[config.mk]
export PLATFORM = sky130hd
export DESIGN_NAME = mem_copy_dma_flat
export DESIGN_NICKNAME = d
export VERILOG_FILES = /design/src/rtl/mem_copy_dma_if.sv /design/src/rtl/mem_copy_dma.sv /design/src/flat_wrapper.sv
export SDC_FILE = /design/constraint.sdc
export NUM_CORES = 1
export LEC_CHECK = 0
export CELL_PAD_IN_SITES_DETAIL_PLACEMENT = 0
export CELL_PAD_IN_SITES_GLOBAL_PLACEMENT = 1
export CORE_UTILIZATION = 37
export CTS_BUF_LIST = sky130_fd_sc_hd__clkbuf_8
export DETAILED_ROUTE_END_ITERATION = 10
export GPL_TIMING_DRIVEN = 0
export PLACE_DENSITY_LB_ADDON = 0.1
export SYNTH_ARGS = -nofsm -noshare
export SYNTH_HDL_FRONTEND = slang
export SYNTH_SLANG_ARGS = --single-unit
[constraint.sdc]
create_clock -name clk_in -period 2.1 [get_ports clk_in]
set_clock_uncertainty 0.1 [all_clocks]
set_input_delay 0.315 -clock clk_in [delete_from_list [all_inputs] [get_ports clk_in]]
set_output_delay 0.315 -clock clk_in [all_outputs]
set_load 0.005 [all_outputs]
[src/rtl/mem_copy_dma_if.sv]
// Byte-wide memory bus shared by the copy engine (CONSUMER) and a memory
// responder (PROVIDER).
interface memory_bus;
  logic [31:0] addr;
  logic [7:0]  write_data;
  logic        dispatch_read;
  logic        dispatch_write;
  logic [7:0]  read_data;
  logic        finished_op;

  modport CONSUMER (
    output addr,
    output write_data,
    output dispatch_read,
    output dispatch_write,
    input  read_data,
    input  finished_op
  );

  modport PROVIDER (
    input  addr,
    input  write_data,
    input  dispatch_read,
    input  dispatch_write,
    output read_data,
    output finished_op
  );
endinterface

[src/rtl/mem_copy_dma.sv]
// Byte-at-a-time memory copy engine on memory_bus; define MEM_COPY_DMA_FILL_EN
// to add a fill mode that writes a constant byte without reading.
module mem_copy_dma #(
  parameter int LEN_W = 16
) (
  input  logic             clk_in,
  input  logic             rst_in,
  input  logic             start_in,
  input  logic [31:0]      src_addr_in,
  input  logic [31:0]      dst_addr_in,
  input  logic [LEN_W-1:0] length_in,
`ifdef MEM_COPY_DMA_FILL_EN
  input  logic             fill_in,
  input  logic [7:0]       fill_value_in,
`endif
  output logic             busy_out,
  output logic             done_out,
  output logic [2:0]       dbg_state_out,
  memory_bus.CONSUMER      mem_bus
);

  // Handshake: dispatch_read/dispatch_write is a one-cycle request carrying
  // addr (and write_data); exactly one operation is outstanding until the
  // responder pulses finished_op, which is only honoured in RD_WAIT/WR_WAIT.
  typedef enum logic [2:0] {
    IDLE    = 3'd0,
    RD_REQ  = 3'd1,
    RD_WAIT = 3'd2,
    WR_REQ  = 3'd3,
    WR_WAIT = 3'd4,
    DONE    = 3'd5
  } state_t;

  state_t           r_state;
  logic [31:0]      r_src;
  logic [31:0]      r_dst;
  logic [LEN_W-1:0] r_cnt;
  logic             r_fill;
  logic [7:0]       r_fill_val;
  logic             r_done;
  logic             w_fill_req;
  logic [7:0]       w_fill_byte;
  logic [31:0]      w_src_nxt;
  logic [31:0]      w_dst_nxt;

`ifdef MEM_COPY_DMA_FILL_EN
  assign w_fill_req  = fill_in;
  assign w_fill_byte = fill_value_in;
`else
  assign w_fill_req  = 1'b0;
  assign w_fill_byte = 8'h00;
`endif

  assign w_src_nxt     = r_src + 32'd1;
  assign w_dst_nxt     = r_dst + 32'd1;
  assign busy_out      = (r_state != IDLE);
  assign done_out      = r_done;
  assign dbg_state_out = r_state;

  always_ff @(posedge clk_in or negedge rst_in) begin
    if (!rst_in) begin
      r_state                <= IDLE;
      r_src                  <= '0;
      r_dst                  <= '0;
      r_cnt                  <= '0;
      r_fill                 <= 1'b0;
      r_fill_val             <= '0;
      r_done                 <= 1'b0;
      mem_bus.addr           <= '0;
      mem_bus.write_data     <= '0;
      mem_bus.dispatch_read  <= 1'b0;
      mem_bus.dispatch_write <= 1'b0;
    end else begin
      case (r_state)
        IDLE: begin
          if (start_in) begin
            if (length_in == '0) begin
              r_state <= DONE;
              r_done  <= 1'b1;
            end else begin
              r_src      <= src_addr_in;
              r_dst      <= dst_addr_in;
              r_cnt      <= length_in;
              r_fill     <= w_fill_req;
              r_fill_val <= w_fill_byte;
              if (w_fill_req) begin
                r_state                <= WR_REQ;
                mem_bus.addr           <= dst_addr_in;
                mem_bus.write_data     <= w_fill_byte;
                mem_bus.dispatch_write <= 1'b1;
              end else begin
                r_state               <= RD_REQ;
                mem_bus.addr          <= src_addr_in;
                mem_bus.dispatch_read <= 1'b1;
              end
            end
          end
        end
        RD_REQ: begin
          mem_bus.dispatch_read <= 1'b0;
          r_state               <= RD_WAIT;
        end
        RD_WAIT: begin
          // write_data doubles as the captured byte register.
          if (mem_bus.finished_op) begin
            r_state                <= WR_REQ;
            mem_bus.addr           <= r_dst;
            mem_bus.write_data     <= mem_bus.read_data;
            mem_bus.dispatch_write <= 1'b1;
          end
        end
        WR_REQ: begin
          mem_bus.dispatch_write <= 1'b0;
          r_state                <= WR_WAIT;
        end
        WR_WAIT: begin
          if (mem_bus.finished_op) begin
            r_src <= w_src_nxt;
            r_dst <= w_dst_nxt;
            r_cnt <= r_cnt - LEN_W'(1);
            if (r_cnt == LEN_W'(1)) begin
              r_state <= DONE;
              r_done  <= 1'b1;
            end else if (r_fill) begin
              r_state                <= WR_REQ;
              mem_bus.addr           <= w_dst_nxt;
              mem_bus.write_data     <= r_fill_val;
              mem_bus.dispatch_write <= 1'b1;
            end else begin
              r_state               <= RD_REQ;
              mem_bus.addr          <= w_src_nxt;
              mem_bus.dispatch_read <= 1'b1;
            end
          end
        end
        DONE: begin
          r_done  <= 1'b0;
          r_state <= IDLE;
        end
        default: begin
          r_state <= IDLE;
          r_done  <= 1'b0;
        end
      endcase
    end
  end

endmodule

[src/flat_wrapper.sv]
// flat-port wrapper written by rule: the top's interface ports become plain ports
module mem_copy_dma_flat 
#(
  parameter int LEN_W = 16
)
  (clk_in, rst_in, start_in, src_addr_in, dst_addr_in, length_in, busy_out, done_out, dbg_state_out, mem_bus_addr, mem_bus_write_data, mem_bus_dispatch_read, mem_bus_dispatch_write, mem_bus_read_data, mem_bus_finished_op);
  memory_bus mem_bus_i ();
  input  logic clk_in;
  input  logic rst_in;
  input  logic start_in;
  input  logic [31:0] src_addr_in;
  input  logic [31:0] dst_addr_in;
  input  logic [LEN_W-1:0] length_in;
  output logic busy_out;
  output logic done_out;
  output logic [2:0] dbg_state_out;
  output wire logic [$bits(mem_bus_i.addr)-1:0] mem_bus_addr;
  output wire logic [$bits(mem_bus_i.write_data)-1:0] mem_bus_write_data;
  output wire logic [$bits(mem_bus_i.dispatch_read)-1:0] mem_bus_dispatch_read;
  output wire logic [$bits(mem_bus_i.dispatch_write)-1:0] mem_bus_dispatch_write;
  input wire logic [$bits(mem_bus_i.read_data)-1:0] mem_bus_read_data;
  input wire logic [$bits(mem_bus_i.finished_op)-1:0] mem_bus_finished_op;
  assign mem_bus_addr = mem_bus_i.addr;
  assign mem_bus_write_data = mem_bus_i.write_data;
  assign mem_bus_dispatch_read = mem_bus_i.dispatch_read;
  assign mem_bus_dispatch_write = mem_bus_i.dispatch_write;
  assign mem_bus_i.read_data = mem_bus_read_data;
  assign mem_bus_i.finished_op = mem_bus_finished_op;
  mem_copy_dma #(.LEN_W(LEN_W)) u_core (.clk_in(clk_in), .rst_in(rst_in), .start_in(start_in), .src_addr_in(src_addr_in), .dst_addr_in(dst_addr_in), .length_in(length_in), .busy_out(busy_out), .done_out(done_out), .dbg_state_out(dbg_state_out), .mem_bus(mem_bus_i));
endmodule
; ---- Word-level counts from Yosys, hierarchy flattened
; Index checks and enable logic that the tools add are counted.
[word_totals]
register_bits = 126
input_bits = 92
out_inout_bits = 47
word_cells = 78
[classes]
n_addsub = 3
n_eq_ne = 12
n_mux = 36
bitwise = 2
n_reduce_logical = 16
[ops]
columns = op, n
row1 = 32-bit two-way mux, 9
row2 = 32-bit case mux with 2 select lines, 2
row3 = 32-bit case mux with 3 select lines, 1
row4 = 32-bit by 1-bit adder with 32-bit output (second input constant), 2
row5 = 16-bit two-way mux, 3
row6 = 16-bit case mux with 2 select lines, 1
row7 = 5-bit AND reduction, 4
row8 = 16-bit by 1-bit equality test with 1-bit output (second input constant), 1
row9 = 16-bit logical NOT, 1
row10 = 8-bit two-way mux, 2
row11 = 16-bit by 1-bit subtractor with 16-bit output (second input constant), 1
row12 = 3-bit two-way mux, 5
row13 = 3-bit case mux with 5 select lines, 1
row14 = 3-bit nonzero test, 4
row15 = 2-bit != test (second input constant), 5
row16 = 1-bit two-way mux, 9
row17 = 3-bit by 2-bit equality test with 1-bit output (second input constant), 2
row18 = 1-bit case mux with 3 select lines, 2
row19 = 6-bit AND reduction, 1
row20 = 2-bit by 1-bit != test with 1-bit output (second input constant), 2
row21 = 4-bit AND reduction, 1
row22 = 2-bit nonzero test, 2
row23 = 3-bit by 1-bit equality test with 1-bit output (second input constant), 1
row24 = 3-bit equality test (second input constant), 1
row25 = other kinds (5), 6

; ---- Longest topological paths before layout
; Gate-level depths: netlist (run 1).
[depth]
word_depth = 4
ltp_mapped = 10
mapped_depth_nobuf = 7

; ---- Worst setup path after synthesis (run 1)
; OpenSTA, ideal clock, no wires.
[synth_path]
kind = reg2reg
startpoint = register u_core.r_src[0]
endpoint = register u_core.mem_bus.addr[28]
setup_ns = 0.141
arrival_ns = 1.971
required_time_ns = 1.859
slack_ns = -0.112
path_stages_with_launch = 8
n_path_buf = 1
synth_period_minus_slack_ns = 2.212
cell_sequence = dfrtp_1 ha_1 and3_1 clkbuf_2 nand4_2 or4_1 mux2i_1 a41oi_1
[synth_between]
elab_chain_len = 4
[synth_rtl]
columns = item, line_no
row1 = start: declaration, mem_copy_dma.sv:35  ; logic [31:0] r_src;
row2 = start signal: assignment, mem_copy_dma.sv:81  ; r_src <= src_addr_in;
row3 = start signal: assignment, mem_copy_dma.sv:118  ; r_src <= w_src_nxt;
row4 = 32-bit by 1-bit adder with 32-bit output, mem_copy_dma.sv:54  ; assign w_src_nxt = r_src + 32'd1;
row5 = 32-bit two-way mux, mem_copy_dma.sv:121  ; if (r_cnt == LEN_W'(1)) begin
row6 = 32-bit two-way mux, mem_copy_dma.sv:117  ; if (mem_bus.finished_op) begin
row7 = 32-bit case mux with 3 select lines, mem_copy_dma.sv:74  ; case (r_state)
row8 = end signal: assignment, mem_copy_dma.sv:88  ; mem_bus.addr <= dst_addr_in;
row9 = end signal: assignment, mem_copy_dma.sv:126  ; mem_bus.addr <= w_dst_nxt;
row10 = end signal: assignment, mem_copy_dma.sv:131  ; mem_bus.addr <= w_src_nxt;
row11 = end: declaration, mem_copy_dma_if.sv:12  ; output addr,
; No other way between the ends. The select of a mux whose other input is x is not followed.
; A chain may end at the register's enable or synchronous reset.

; ---- Worst setup path after layout (run 1)
[layout_path]
startpoint = register u_core.r_cnt[4]
endpoint = register u_core.mem_bus.addr[22]
[layout_between]
elab_chain_len = 3
[layout_rtl]
columns = item, line_no
row1 = start: declaration, mem_copy_dma.sv:37  ; logic [LEN_W-1:0] r_cnt;
row2 = start signal: assignment, mem_copy_dma.sv:83  ; r_cnt <= length_in;
row3 = start signal: assignment, mem_copy_dma.sv:120  ; r_cnt <= r_cnt - LEN_W'(1);
row4 = 16-bit by 1-bit equality test with 1-bit output, mem_copy_dma.sv:121
row5 = 2-bit != test (no source line), -
row6 = 6-bit AND reduction (no source line), -
row7 = end signal: assignment, mem_copy_dma.sv:107  ; mem_bus.addr <= r_dst;
row8 = end signal: assignment, mem_copy_dma.sv:126
row9 = end signal: assignment, mem_copy_dma.sv:131
; No other way between the ends.

==> report_table.html, run 1 <==
<table>
<tr><th>Metric</th><th>Value</th></tr>
<tr><th colspan="2">Drt</th></tr>
<tr><td>Drt initial violations</td><td>869</td></tr>
<tr><td>Remaining antenna violation count after routing</td><td>0</td></tr>
<tr><td>Number of iterations in the first detailed-routing pass</td><td>6</td></tr>
<tr><td>Highest metal layer with signal wires</td><td>met4</td></tr>
<tr><td>Routed length on met3</td><td>3.41 mm</td></tr>
<tr><td>Vias after detailed routing</td><td>around 9300</td></tr>
<tr><td>Via density per instance</td><td>6.39</td></tr>
<tr><td>DRC</td><td>0</td></tr>
<tr><td>Met2 wire length</td><td>16.9 mm</td></tr>
<tr><td>M1 wire length</td><td>15.3 mm</td></tr>
<tr><td>Final routed wirelength across all metal layers</td><td>37.3 mm</td></tr>
<tr><td>Routed wire length per instance</td><td>roughly 26 um</td></tr>
<tr><th colspan="2">Setup path</th></tr>
<tr><td>CP Data Arrival Time</td><td>2520 ps</td></tr>
<tr><td>Path depth of the worst reg2reg path</td><td>7</td></tr>
<tr><td>Endpoint required time on the critical path</td><td>2390 ps</td></tr>
<tr><td>Startpoint type of the worst setup path</td><td>flip-flop</td></tr>
<tr><td>Setup CP Type</td><td>flip-flop to flip-flop</td></tr>
<tr><td>Largest fanout on the critical path</td><td>6</td></tr>
<tr><td>Type of destination of the critical path</td><td>flip-flop</td></tr>
<tr><th colspan="2">Logic synthesis</th></tr>
<tr><td>Average footprint of a synthesized cell</td><td>8.47 um^2</td></tr>
<tr><td>Number of enable-type register cells in the synthesized netlist</td><td>0</td></tr>
<tr><td>Cell area after synthesis</td><td>around 7900 um^2</td></tr>
<tr><td>Most instantiated cells after synthesis</td><td>dfrtp_1 (126), a21oi_1 (109), nand2_1 (82)</td></tr>
<tr><td>Post-synthesis cell count</td><td>between 900 and 1000</td></tr>
<tr><td>Ranking of synthesized cells by area</td><td>dfrtp_1 (40%), a21oi_1 (6.9%), o21ai_0 (4.5%)</td></tr>
<tr><td>Proportion of synthesized flip-flops having asynchronous set or reset</td><td>100%</td></tr>
<tr><td>Register area share after synthesis</td><td>39.8%</td></tr>
<tr><td>Number of flip-flops and latches in the synthesized netlist</td><td>126</td></tr>
<tr><td>Synth Net Count</td><td>between 1000 and 1500</td></tr>
<tr><td>Post-synth top area cell</td><td>dfrtp_1</td></tr>
<tr><td>Cell with the most instances after synthesis</td><td>dfrtp_1</td></tr>
<tr><td>Total number of yosys warnings</td><td>0</td></tr>
<tr><td>Most used DFF post-synth</td><td>dfrtp_1</td></tr>
<tr><td>Area share of the largest cell type after synthesis</td><td>roughly two fifths</td></tr>
<tr><td>Number of library cell types mapped by synthesis</td><td>71</td></tr>
<tr><th colspan="2">GRT</th></tr>
<tr><td>Global-route wire length before repair</td><td>53.1 mm</td></tr>
<tr><td>Remaining Overflow, GRT</td><td>0</td></tr>
<tr><td>Antenna violations before repair</td><td>0</td></tr>
<tr><td>Vias in the first global route</td><td>8570</td></tr>
<tr><td>Overall global routing resource usage</td><td>33.1%</td></tr>
<tr><td>Pin count of the biggest net entering global routing</td><td>roughly 70</td></tr>
<tr><th colspan="2">Power</th></tr>
<tr><td>Power, Total</td><td>19.7 mW</td></tr>
<tr><td>Ratio of total power to cell area</td><td>~1600 nW/um^2</td></tr>
<tr><td>Net switching fraction of the power</td><td>46.0%</td></tr>
<tr><td>Max rail drop VDD</td><td>about 0.00074 V</td></tr>
<tr><td>Cell internal pwr</td><td>10.6 mW</td></tr>
<tr><td>Clock network fraction of total power</td><td>11.7%</td></tr>
<tr><td>Leak Pwr</td><td>4.77 nW</td></tr>
<tr><td>Share of power burned in combinational logic</td><td>between 60% and 70%</td></tr>
<tr><td>Total net switching power</td><td>9.07 mW</td></tr>
<tr><td>Share of total power in sequential cells</td><td>between 20% and 30%</td></tr>
<tr><th colspan="2">Placement</th></tr>
<tr><td>Number of input and output port buffers inserted</td><td>138</td></tr>
<tr><td>Post-detailed-placement cell area</td><td>9740 um^2</td></tr>
<tr><td>Half-perimeter wire length of the detailed placement result</td><td>24.6 mm</td></tr>
<tr><td>Routability-driven placement congestion ratio</td><td>about 0.94</td></tr>
<tr><th colspan="2">STA</th></tr>
<tr><td>Part of the cycle the worst path needs</td><td>106%</td></tr>
<tr><td>Max-slew headroom at the worst pin</td><td>38.6%</td></tr>
<tr><td>Slew @ Worst Pin</td><td>920 ps</td></tr>
<tr><td>Final slew viol count</td><td>0</td></tr>
<tr><td>Final count of negative-setup-slack endpoints</td><td>33</td></tr>
<tr><td>Fmax</td><td>0.450 GHz</td></tr>
<tr><td>RSZ-0062 raised after global routing</td><td>true</td></tr>
<tr><td>Worst hold margin</td><td>approximately 80 ps</td></tr>
<tr><td>Hold Vio Cnt, Final</td><td>0</td></tr>
<tr><td>Final critical-path required period</td><td>~2200 ps</td></tr>
<tr><td>Final setup margin</td><td>-123 ps</td></tr>
<tr><th colspan="2">Outcome</th></tr>
<tr><td>Violated checks</td><td>setup timing</td></tr>
<tr><td>Outcome</td><td>finished with violations</td></tr>
<tr><th colspan="2">CTS</th></tr>
<tr><td>Clock root buffer master</td><td>clkbuf_8</td></tr>
<tr><td>Clock Latency Late Sink</td><td>480 ps</td></tr>
<tr><td>TritonCTS Buffers</td><td>17</td></tr>
<tr><td>Number of levels the H-tree was split into</td><td>4</td></tr>
<tr><td>Maximum clock insertion buffer count</td><td>2</td></tr>
<tr><td>CTS sink cnt</td><td>126</td></tr>
<tr><td>Clock tree from TritonCTS</td><td>yes</td></tr>
<tr><td>Register clock-pin slew on the reported worst setup and hold paths</td><td>80 ps</td></tr>
<tr><th colspan="2">Run</th></tr>
<tr><td>Max-cap violation count</td><td>0</td></tr>
<tr><th colspan="2">Layout</th></tr>
<tr><td>Count of nets after finishing</td><td>1263</td></tr>
<tr><td>Count of antenna diodes in the layout</td><td>0</td></tr>
<tr><td>Fraction of layout cells with a size suffix above 1</td><td>28.4%</td></tr>
<tr><td>Area growth from synthesis to layout</td><td>53.4%</td></tr>
<tr><td>Post-route cell area</td><td>12200 um^2</td></tr>
<tr><th colspan="2">Die</th></tr>
<tr><td>Standard cell core area</td><td>21000 um^2</td></tr>
<tr><td>Die outline area</td><td>~22000 um^2</td></tr>
<tr><td>Initial cell density of the core</td><td>~38%</td></tr>
<tr><td>Row count</td><td>53</td></tr>
<tr><td>Die height</td><td>148 um</td></tr>
<tr><td>I/O pin total</td><td>approximately 140</td></tr>
<tr><td>Die Span X</td><td>148 um</td></tr>
<tr><th colspan="2">Hold path</th></tr>
<tr><td>Path type of the worst min-delay path</td><td>input pin to flip-flop</td></tr>
<tr><td>Worst hold path cell count</td><td>3</td></tr>
</table>
-- timing repair --
action,in CTS,in global routing
hold endpoints to repair,58,0
hold buffers,1,0
gates cloned,3,4
pin swaps,25,41
gates resized for setup,204,157
endpoints found under the setup margin,125,114
buffers inserted,50,28
-- path summary, 6_finish.rpt --
path | startpoint | endpoint | slack (ps)
hold / removal | length_in[0] | u_core.r_cnt[0] | 80
setup / recovery | u_core.r_cnt[4] | u_core.mem_bus.addr[22] | -120
hold reg to reg | u_core.mem_bus.write_data[6] | u_core.mem_bus.write_data[6] | 410
setup reg to reg | u_core.r_cnt[4] | u_core.mem_bus.addr[22] | -120
min in group asynchronous | rst_in | u_core.mem_bus.addr[0] | 280
max in group asynchronous | rst_in | u_core.r_src[3] | 800
-- power groups by stage --
stage / clock network [mW] / logic [mW] / registers (mW)
floorplan: 0 / 5.34 / 4.67
global placement: 0 / 8.79 / 5.02
detailed placement: 0 / 8.84 / 5.03
CTS: 2.31 / 10.5 / 5.05
global route: 2.40 / 12.8 / 5.37
finish: 2.32 / 12.2 / 5.24
-- final cells by class --
cell class	instances	area [um^2]
Buffer	67	752
Clock buffer	17	234
Clock inverter	15	173
Fill cell	1878	8860
Inverter	12	47.5
Multi-Input combinational cell	718	5200
Sequential cell	126	3170
Tap cell	275	344
Timing Repair Buffer	225	2240
-- registers in the layout, summed over array words and instances (netlist names) --
register,flops
u_core.dbg_state_out,3
u_core.done_out,1
u_core.mem_bus.addr,32
u_core.mem_bus.dispatch_read,1
u_core.mem_bus.dispatch_write,1
u_core.mem_bus.write_data,8
u_core.r_cnt,16
u_core.r_dst,32
u_core.r_src,32
-- per-stage QoR --
step | cells | utilization (%) | worst slack, ps | setup TNS, ps
after global placement | 1349 | 46.2 | -5540 | -749130
after floorplan | 936 | - | -15.8 | -127
after CTS | 1425 | 53.7 | -114 | -2350
after global routing | 1455 | 57.9 | -190 | -4840
final | 1455 | 57.9 | -123 | -2090
after detailed placement | 1350 | 46.3 | -1260 | -115470
-- cells by family (layout without fill, tap and decap cells) --
| group | after synthesis | count (layout) | share of synthesized area, % |
|---|---|---|---|
| buf+inv | 92 | 336 | 5.06 |
| simple gates | 327 | 327 | 21.1 |
| compound gates | 348 | 348 | 28.0 |
| xor+xnor | 13 | 13 | 1.44 |
| flops | 126 | 126 | 39.8 |
| mux | 26 | 26 | 3.98 |
| fa+ha+maj | 4 | 4 | 0.631 |
-- cell usage in the layout (no fill, tap or decap), types with 9 or more instances in the layout --
cell type | synthesis | final
a21oi_1 | 109 | 90
a21oi_2 | 0 | 13
a22oi_1 | 31 | 29
a2bb2oi_1 | 19 | 18
a31oi_1 | 25 | 17
and2_1 | 13 | 9
buf_12 | 0 | 9
buf_4 | 2 | 75
buf_6 | 3 | 22
buf_8 | 0 | 12
clkbuf_2 | 2 | 9
clkbuf_8 | 0 | 25
clkdlybuf4s50_1 | 0 | 122
dfrtp_1 | 126 | 110
dfrtp_2 | 0 | 16
dlymetal6s2s_1 | 0 | 14
inv_1 | 12 | 10
mux2_2 | 12 | 12
nand2_1 | 82 | 78
nand3_1 | 35 | 28
nand4_1 | 27 | 27
nor2_1 | 76 | 70
nor3_1 | 19 | 13
nor4_4 | 1 | 10
o21ai_0 | 72 | 64
o22ai_1 | 22 | 22
-- metal layers --
| metal | vias up | GRT usage [%] |
|---|---|---|
| li1 | 4034 | - |
| met1 | 4579 | 44.2 |
| met2 | 559 | 51.3 |
| met3 | 119 | 6.63 |
| met4 | 0 | 15.5 |
| met5 | - | 0 |
-- worst max-delay path, stage by stage, from the launching register on --
cell and delay (ps):
dfrtp_2 450, nor4_4 320, nand4_1 220, o22a_4 300
and2_4 220, buf_16 170, clkbuf_16 170, a31oi_4 170
Power figures use the tool's default switching activity.
==> run 2, diff against run 1 <==
--- a/config.mk
+++ b/config.mk
@@ -9,9 +9,11 @@
 export CELL_PAD_IN_SITES_GLOBAL_PLACEMENT = 1
 export CORE_UTILIZATION = 37
 export CTS_BUF_LIST = sky130_fd_sc_hd__clkbuf_8
+export CTS_CLUSTER_SIZE = 25
 export DETAILED_ROUTE_END_ITERATION = 10
 export GPL_TIMING_DRIVEN = 0
 export PLACE_DENSITY_LB_ADDON = 0.1
+export REMOVE_ABC_BUFFERS = 1
 export SYNTH_ARGS = -nofsm -noshare
 export SYNTH_HDL_FRONTEND = slang
 export SYNTH_SLANG_ARGS = --single-unit
==> report_table.html, run 2 (same netlist as run 1, synthesis figures left out) <==
<table>
<tr><th>Metric</th><th>Value</th></tr>
<tr><th colspan="2">Outcome</th></tr>
<tr><td>Outcome</td><td>finished with violations</td></tr>
<tr><td>Violated checks</td><td>setup timing</td></tr>
<tr><th colspan="2">Die</th></tr>
<tr><td>Row count</td><td>53 (unchanged)</td></tr>
<tr><td>I/O pin total</td><td>139 (unchanged)</td></tr>
<tr><td>Standard cell core area</td><td>21000 um^2 (unchanged)</td></tr>
<tr><td>Die outline area</td><td>22000 um^2 (unchanged)</td></tr>
<tr><td>Initial cell density of the core</td><td>37.7% (unchanged)</td></tr>
<tr><td>Die height</td><td>148 um (unchanged)</td></tr>
<tr><td>Die Span X</td><td>148 um (unchanged)</td></tr>
<tr><th colspan="2">Setup path</th></tr>
<tr><td>Setup CP Type</td><td>flip-flop to flip-flop</td></tr>
<tr><td>Critical-path cell list</td><td>or3b_4, clkbuf_16, o22a_4, and2_4, clkbuf_16, mux2_4</td></tr>
<tr><td>Library cell appearing most often on the critical path</td><td>clkbuf_16</td></tr>
<tr><td>Largest fanout on the critical path</td><td>6 (unchanged)</td></tr>
<tr><td>CP Data Arrival Time</td><td>2480 ps (-40 ps)</td></tr>
<tr><td>Crit-path slowest cell</td><td>dfrtp_4</td></tr>
<tr><td>Worst stage delay on the critical path</td><td>540 ps (+90 ps)</td></tr>
<tr><td>Startpoint type of the worst setup path</td><td>flip-flop</td></tr>
<tr><td>Type of destination of the critical path</td><td>flip-flop</td></tr>
<tr><td>Endpoint required time on the critical path</td><td>2370 ps (-20 ps)</td></tr>
<tr><th colspan="2">Layout</th></tr>
<tr><td>Most common library cell in the layout ignoring fill and taps</td><td>clkdlybuf4s50_1</td></tr>
<tr><td>Commonest cells after routing, fill and taps aside</td><td>clkdlybuf4s50_1 (121), dfrtp_1 (109), a21oi_1 (93)</td></tr>
<tr><td>Fill cell count</td><td>1859 (-1.0%)</td></tr>
<tr><td>Count of nets after finishing</td><td>1260 (-0.24%)</td></tr>
<tr><td>Number of non-filler instances in the completed layout</td><td>1453 (-0.14%)</td></tr>
<tr><td>Fraction of layout cells with a size suffix above 1</td><td>28.2% (-0.18 points)</td></tr>
<tr><td>Area growth from synthesis to layout</td><td>53.6%</td></tr>
<tr><td>Largest regs</td><td>u_core.mem_bus.addr: 32 flops, u_core.r_dst: 32 flops, u_core.r_src: 32 flops</td></tr>
<tr><th colspan="2">Run</th></tr>
<tr><td>Max-cap violation count</td><td>0 (unchanged)</td></tr>
<tr><th colspan="2">GRT</th></tr>
<tr><td>Vias in the first global route</td><td>8115 (-5.3%)</td></tr>
<tr><td>Most used routing layer in global routing</td><td>met2</td></tr>
<tr><td>Antenna violations before repair</td><td>1 (+1)</td></tr>
<tr><td>GR met1 Demand/Resource</td><td>40.4% (-3.8 points)</td></tr>
<tr><td>Global-route wire length before repair</td><td>48.0 mm (-9.6%)</td></tr>
<tr><td>Overall global routing resource usage</td><td>28.9% (-4.2 points)</td></tr>
<tr><td>Met3 Use GR</td><td>4.17% (-2.5 points)</td></tr>
<tr><td>Global routing met2 resource utilization</td><td>45.4% (-5.9 points)</td></tr>
<tr><td>Remaining Overflow, GRT</td><td>0 (unchanged)</td></tr>
<tr><td>Pin count of the biggest net entering global routing</td><td>78 (+13%)</td></tr>
<tr><th colspan="2">Placement</th></tr>
<tr><td>Number of input and output port buffers inserted</td><td>138 (unchanged)</td></tr>
<tr><td>Half-perimeter wire length of the detailed placement result</td><td>18.7 mm (-24%)</td></tr>
<tr><td>Routability-driven placement congestion ratio</td><td>0.846 (-10%)</td></tr>
<tr><td>Placement Setup Slack</td><td>-1670 ps (-409 ps)</td></tr>
<tr><td>Cell total after placement</td><td>1296 (-4.0%)</td></tr>
<tr><th colspan="2">Power</th></tr>
<tr><td>Max rail drop VDD</td><td>0.000661 V (-11%)</td></tr>
<tr><td>Power, Total</td><td>19.5 mW (-1.3%)</td></tr>
<tr><td>Leak Pwr</td><td>4.79 nW (+0.43%)</td></tr>
<tr><td>Ratio of total power to cell area</td><td>1600 nW/um^2 (-1.5%)</td></tr>
<tr><th colspan="2">STA</th></tr>
<tr><td>Final count of negative-setup-slack endpoints</td><td>28 (-15%)</td></tr>
<tr><td>Slew @ Worst Pin</td><td>616 ps (-304 ps)</td></tr>
<tr><td>Final setup margin</td><td>-115 ps (+8.66 ps)</td></tr>
<tr><td>RSZ-0062 raised after global routing</td><td>true</td></tr>
<tr><td>Part of the cycle the worst path needs</td><td>105% (-0.41 points)</td></tr>
<tr><td>Hold Vio Cnt, Final</td><td>0 (unchanged)</td></tr>
<tr><td>Max-slew headroom at the worst pin</td><td>58.5% (+20 points)</td></tr>
<tr><td>Setup TNS Final</td><td>-1850 ps (+241 ps)</td></tr>
<tr><td>Final critical-path required period</td><td>2210 ps (-8.66 ps)</td></tr>
<tr><td>Fmax</td><td>0.452 GHz (+0.39%)</td></tr>
<tr><td>Final slew viol count</td><td>0 (unchanged)</td></tr>
<tr><th colspan="2">CTS</th></tr>
<tr><td>CTS sink cnt</td><td>126 (unchanged)</td></tr>
<tr><td>Clock tree from TritonCTS</td><td>yes</td></tr>
<tr><td>TritonCTS Buffers</td><td>17 (unchanged)</td></tr>
<tr><td>Clock Latency Late Sink</td><td>480 ps (about the same)</td></tr>
<tr><td>Number of levels the H-tree was split into</td><td>4 (unchanged)</td></tr>
<tr><td>Register clock-pin slew on the reported worst setup and hold paths</td><td>90 ps (about the same)</td></tr>
<tr><td>Clock root buffer master</td><td>clkbuf_8</td></tr>
<tr><td>Maximum clock insertion buffer count</td><td>2 (unchanged)</td></tr>
<tr><th colspan="2">Drt</th></tr>
<tr><td>Vias after detailed routing</td><td>8774 (-5.6%)</td></tr>
<tr><td>Final routed wirelength across all metal layers</td><td>32.7 mm (-12%)</td></tr>
<tr><td>Remaining antenna violation count after routing</td><td>0 (unchanged)</td></tr>
<tr><td>Drt initial violations</td><td>782 (-10%)</td></tr>
<tr><td>Routed wire length per instance</td><td>22.5 um (-12%)</td></tr>
<tr><td>Number of iterations in the first detailed-routing pass</td><td>5 (-1)</td></tr>
<tr><td>DRC</td><td>0 (unchanged)</td></tr>
<tr><td>Via density per instance</td><td>6.04 (-5.4%)</td></tr>
<tr><th colspan="2">Hold path</th></tr>
<tr><td>Path type of the worst min-delay path</td><td>input pin to flip-flop</td></tr>
</table>
[run 2: final timing paths]
kind	end	slack (ps)	start	cells past startpoint
worst max-delay path	u_core.mem_bus.addr[10]	-110	u_core.dbg_state_out[0]	6
worst min-delay path	u_core.r_cnt[0]	80	length_in[0]	3
worst max register to register	u_core.mem_bus.addr[10]	-110	u_core.dbg_state_out[0]	6
worst min register to register	u_core.mem_bus.write_data[5]	410	u_core.mem_bus.write_data[5]	1
max in group asynchronous	u_core.r_src[4]	790	rst_in	3
min in group asynchronous	u_core.mem_bus.write_data[3]	260	rst_in	2
[run 2: what timing repair did]
| item | in CTS | in global routing |
|---|---|---|
| pin swaps | 26 | 36 |
| gates cloned | 6 | 5 |
| endpoints found under the hold margin | 49 | 0 |
| setup endpoints to repair | 127 | 112 |
| gates resized for setup | 101 | 145 |
| buffers inserted | 84 | 32 |
| hold buffers | 1 | 0 |
[run 2: layout make-up]
type	count	area [um^2]	share of cell area, %
diodes	1	2.50	0.0205
clock buffers	19	262	2.15
clock inverters	13	165	1.36
inverters	12	48.8	0.400
multi-input cells	722	5120	42.0
flip-flops and latches	126	3180	26.1
well taps	275	344	2.82
repair buffers	285	3060	25.1
[run 2: per-stage QoR]
step / hold slack, ps / util, % / instance area, um^2
floorplan: -80.6 / - / 7570
global placement: 388 / 44.2 / 9300
detailed placement: 202 / 46.0 / 9670
CTS: 268 / 53.5 / 11300
global route: 95.2 / 57.9 / 12200
finish: 78.1 / 58.0 / 12200
[run 2: worst max-delay path, delay by kind of cell, from the launching register on]
family,cells,cell delay (ps)
compound gates,1,190
buf+inv,2,350
simple gates,2,640
mux,1,300
flops,1,540
[run 2: power by group]
group | leakage (nW) | total, mW | switching, mW | internal [mW]
logic | 3.16 | 11.8 | 5.75 | 6.08
registers | 1.43 | 5.26 | 1.54 | 3.73
clock network | 0.192 | 2.36 | 1.12 | 1.23
[run 2: layer usage]
layer  routed length (um)  share of wire [%]
met3                 2320                7.1
met5                    0                  0
met4                  978                3.0
met1                14200                 44
met2                15100                 46
==> run 3, diff against run 2 <==
--- a/config.mk
+++ b/config.mk
@@ -7,7 +7,7 @@
 export LEC_CHECK = 0
 export CELL_PAD_IN_SITES_DETAIL_PLACEMENT = 0
 export CELL_PAD_IN_SITES_GLOBAL_PLACEMENT = 1
-export CORE_UTILIZATION = 37
+export CORE_UTILIZATION = 44
 export CTS_BUF_LIST = sky130_fd_sc_hd__clkbuf_8
 export CTS_CLUSTER_SIZE = 25
 export DETAILED_ROUTE_END_ITERATION = 10
==> constraint.sdc (replaced) <==
create_clock -name clk_in -period 2.67 [get_ports clk_in]
set_clock_uncertainty 0.1 [all_clocks]
set_input_delay 0.4005 -clock clk_in [delete_from_list [all_inputs] [get_ports clk_in]]
set_output_delay 0.4005 -clock clk_in [all_outputs]
set_load 0.005 [all_outputs]
==> report_table.html, run 3 (same netlist as run 1, synthesis figures left out) <==
<table>
<tr><th>Metric</th><th>Value</th></tr>
<tr><th colspan="2">Outcome</th></tr>
<tr><td>Outcome</td><td>completed</td></tr>
<tr><th colspan="2">Setup path</th></tr>
<tr><td>Worst r2r dst</td><td>u_core.mem_bus.addr[11]</td></tr>
<tr><td>Critical-path cell list</td><td>mux2_2, nand2_1, a21oi_2, and2_4, buf_16, mux2_4</td></tr>
<tr><td>Startpoint type of the worst setup path</td><td>flip-flop</td></tr>
<tr><td>Path depth of the worst reg2reg path</td><td>6 (unchanged)</td></tr>
<tr><td>Largest delay contributor family on the critical path</td><td>flip-flops</td></tr>
<tr><td>Setup CP Type</td><td>flip-flop to flip-flop</td></tr>
<tr><td>Endpoint required time on the critical path</td><td>2910 ps (+540 ps)</td></tr>
<tr><td>Worst setup slack for register-to-register paths</td><td>80 ps (+190 ps)</td></tr>
<tr><td>CP Data Arrival Time</td><td>2830 ps (+350 ps)</td></tr>
<tr><td>Buffers &amp; Inverters on Critical Path</td><td>1 (-1)</td></tr>
<tr><td>Type of destination of the critical path</td><td>flip-flop</td></tr>
<tr><td>Worst stage delay on the critical path</td><td>610 ps (+70 ps)</td></tr>
<tr><td>Launch instance of the worst register-to-register path</td><td>u_core.dbg_state_out[1]</td></tr>
<tr><td>Largest fanout on the critical path</td><td>21 (+15)</td></tr>
<tr><td>Crit-path slowest cell</td><td>dfrtp_4</td></tr>
<tr><th colspan="2">GRT</th></tr>
<tr><td>Overall global routing resource usage</td><td>28.9% (-0.031 points)</td></tr>
<tr><td>Global routing met2 resource utilization</td><td>45.5% (+0.065 points)</td></tr>
<tr><td>Most used routing layer in global routing</td><td>met2</td></tr>
<tr><td>Met3 Use GR</td><td>4.55% (+0.38 points)</td></tr>
<tr><td>Global-route wire length before repair</td><td>41.1 mm (-15%)</td></tr>
<tr><td>Pin count of the biggest net entering global routing</td><td>76 (-2.6%)</td></tr>
<tr><td>Vias in the first global route</td><td>7389 (-8.9%)</td></tr>
<tr><td>Remaining Overflow, GRT</td><td>0 (unchanged)</td></tr>
<tr><td>GR met1 Demand/Resource</td><td>40.0% (-0.34 points)</td></tr>
<tr><td>Antenna violations before repair</td><td>0 (-1)</td></tr>
<tr><th colspan="2">STA</th></tr>
<tr><td>Final slew viol count</td><td>0 (unchanged)</td></tr>
<tr><td>Worst hold margin</td><td>410 ps (+332 ps)</td></tr>
<tr><td>Final setup margin</td><td>79.2 ps (+194 ps)</td></tr>
<tr><td>Final count of negative-setup-slack endpoints</td><td>0 (-100%)</td></tr>
<tr><td>Max-slew headroom at the worst pin</td><td>34.1% (-24 points)</td></tr>
<tr><td>Final critical-path required period</td><td>2590 ps (+376 ps)</td></tr>
<tr><td>Fmax</td><td>0.386 GHz (-15%)</td></tr>
<tr><td>RSZ-0062 raised after global routing</td><td>true</td></tr>
<tr><td>Slew @ Worst Pin</td><td>980 ps (+364 ps)</td></tr>
<tr><td>Hold Vio Cnt, Final</td><td>0 (unchanged)</td></tr>
<tr><td>Part of the cycle the worst path needs</td><td>97.0% (-8.4 points)</td></tr>
<tr><th colspan="2">CTS</th></tr>
<tr><td>Clock Latency Late Sink</td><td>450 ps (-30 ps)</td></tr>
<tr><td>CTS sink cnt</td><td>126 (unchanged)</td></tr>
<tr><td>Number of levels the H-tree was split into</td><td>4 (unchanged)</td></tr>
<tr><td>TritonCTS Buffers</td><td>17 (unchanged)</td></tr>
<tr><td>Clock tree from TritonCTS</td><td>yes</td></tr>
<tr><td>Clock root buffer master</td><td>clkbuf_8</td></tr>
<tr><td>Maximum clock insertion buffer count</td><td>2 (unchanged)</td></tr>
<tr><td>Register clock-pin slew on the reported worst setup and hold paths</td><td>90 ps (about the same)</td></tr>
<tr><th colspan="2">Placement</th></tr>
<tr><td>Post-detailed-placement cell area</td><td>9600 um^2 (-0.74%)</td></tr>
<tr><td>Placement Setup Slack</td><td>-913 ps (+754 ps)</td></tr>
<tr><td>Half-perimeter wire length of the detailed placement result</td><td>17.6 mm (-5.9%)</td></tr>
<tr><td>Number of input and output port buffers inserted</td><td>138 (unchanged)</td></tr>
<tr><td>Routability-driven placement congestion ratio</td><td>0.808 (-4.4%)</td></tr>
<tr><td>Cell total after placement</td><td>1245 (-3.9%)</td></tr>
<tr><th colspan="2">Die</th></tr>
<tr><td>Die Span X</td><td>136 um (-8.2%)</td></tr>
<tr><td>Initial cell density of the core</td><td>45.4% (+7.7 points)</td></tr>
<tr><td>Die height</td><td>136 um (-8.2%)</td></tr>
<tr><td>Die outline area</td><td>18600 um^2 (-16%)</td></tr>
<tr><td>Standard cell core area</td><td>17500 um^2 (-17%)</td></tr>
<tr><td>Row count</td><td>48 (-9.4%)</td></tr>
<tr><td>I/O pin total</td><td>139 (unchanged)</td></tr>
<tr><th colspan="2">Layout</th></tr>
<tr><td>Count of nets after finishing</td><td>1149 (-8.8%)</td></tr>
<tr><td>Fill cell count</td><td>1615 (-13%)</td></tr>
<tr><td>Count of antenna diodes in the layout</td><td>0 (-1)</td></tr>
<tr><td>Most common library cell in the layout ignoring fill and taps</td><td>clkdlybuf4s50_1</td></tr>
<tr><td>Largest regs</td><td>u_core.mem_bus.addr: 32 flops, u_core.r_dst: 32 flops, u_core.r_src: 32 flops</td></tr>
<tr><td>Commonest cells after routing, fill and taps aside</td><td>clkdlybuf4s50_1 (137), dfrtp_1 (123), a21oi_1 (108)</td></tr>
<tr><td>Post-route cell area</td><td>10200 um^2 (-16%)</td></tr>
<tr><td>Number of non-filler instances in the completed layout</td><td>1291 (-11%)</td></tr>
<tr><td>Fraction of layout cells with a size suffix above 1</td><td>11.5% (-17 points)</td></tr>
<tr><td>Area growth from synthesis to layout</td><td>28.5%</td></tr>
<tr><th colspan="2">Drt</th></tr>
<tr><td>DRC</td><td>0 (unchanged)</td></tr>
<tr><td>Routed wire length per instance</td><td>20.4 um (-9.4%)</td></tr>
<tr><td>Remaining antenna violation count after routing</td><td>0 (unchanged)</td></tr>
<tr><td>Final routed wirelength across all metal layers</td><td>26.3 mm (-19%)</td></tr>
<tr><td>Via density per instance</td><td>6.22 (+3.1%)</td></tr>
<tr><td>Vias after detailed routing</td><td>8036 (-8.4%)</td></tr>
<tr><td>Drt initial violations</td><td>632 (-19%)</td></tr>
<tr><td>Number of iterations in the first detailed-routing pass</td><td>5 (unchanged)</td></tr>
<tr><th colspan="2">Hold path</th></tr>
<tr><td>Min-Delay Endpoint</td><td>u_core.mem_bus.write_data[0]</td></tr>
<tr><td>Worst hold path cell count</td><td>1 (-2)</td></tr>
<tr><td>Path type of the worst min-delay path</td><td>flip-flop to flip-flop</td></tr>
<tr><td>Hold wc startpoint</td><td>u_core.mem_bus.write_data[0]</td></tr>
<tr><th colspan="2">Power</th></tr>
<tr><td>Leak Pwr</td><td>3.85 nW (-20%)</td></tr>
<tr><td>Ratio of total power to cell area</td><td>1210 nW/um^2 (-24%)</td></tr>
<tr><td>Max rail drop VDD</td><td>0.000614 V (-7.2%)</td></tr>
<tr><td>Power, Total</td><td>12.3 mW (-37%)</td></tr>
<tr><th colspan="2">Run</th></tr>
<tr><td>Max-cap violation count</td><td>0 (unchanged)</td></tr>
</table>
-- run 3: cell types whose count changed in the layout (fill, tap and decap cells not counted), moves of 8 or more --
cell             delta
buf_4              -77
o21ai_0            +19
buf_12             -16
clkdlybuf4s50_1    +16
a21oi_1            +15
dfrtp_1            +14
dlymetal6s2s_1     -14
dfrtp_2            -13
o21ai_1            -13
a21oi_2            -12
buf_6               -9
nor4_1              +8
-- run 3: what timing repair did --
action,in CTS,in global routing
gates cloned,2,1
setup buffers,6,4
setup endpoints to repair,107,12
gates resized for setup,9,11
endpoints found under the hold margin,74,0
pin swaps,3,3
hold buffers,1,0
-- run 3: area by class of cell --
class	count	area [um^2]	area share [%]
Multi-Input combinational cell	721	4500	44.1
Sequential cell	126	3160	31.0
Clock buffer	19	262	2.57
Tap cell	225	282	2.76
Clock inverter	13	141	1.39
Timing Repair Buffer	175	1810	17.7
Inverter	12	45.0	0.442
-- run 3: metal layers --
| layer | vias to the layer above | routed length, um |
|---|---|---|
| met3 | 45 | 1760 |
| met5 | - | 0 |
| li1 | 3775 | - |
| met4 | 0 | 658 |
| met2 | 360 | 12200 |
| met1 | 3856 | 11700 |
-- run 3: worst register-to-register path, cell delays in order (launching register included) --
cell and delay (ps):
dfrtp_4 610, mux2_2 270, nand2_1 60, a21oi_2 470, and2_4 430, buf_16 210
mux2_4 320
-- run 3: through the flow --
stage / setup TNS [ps] / util [%]
after floorplan: -538040 / -
after global placement: -1617630 / 52.8
after detailed placement: -64000 / 54.9
after CTS: 0 / 57.8
after global routing: 0 / 58.3
final: 0 / 58.3
-- run 3: worst max path at each step --
stage | from | to | slack (ps) | depth (start not counted)
floorplan | u_core.dbg_state_out[2] | u_core.mem_bus.addr[10] | -6940 | 5
global placement | u_core.dbg_state_out[2] | u_core.mem_bus.addr[5] | -14610 | 5
detailed placement | u_core.dbg_state_out[1] | u_core.mem_bus.addr[11] | -910 | 5
CTS | u_core.dbg_state_out[2] | u_core.r_dst[25] | 2 | 6
global route | u_core.r_dst[0] | u_core.r_dst[25] | 0.9 | 5
finish | u_core.dbg_state_out[1] | u_core.mem_bus.addr[11] | 80 | 6
-- run 3: power by group --
part | internal, mW | switching, mW
clock network | 0.877 | 0.864
logic | 3.10 | 3.27
registers | 2.91 | 1.30
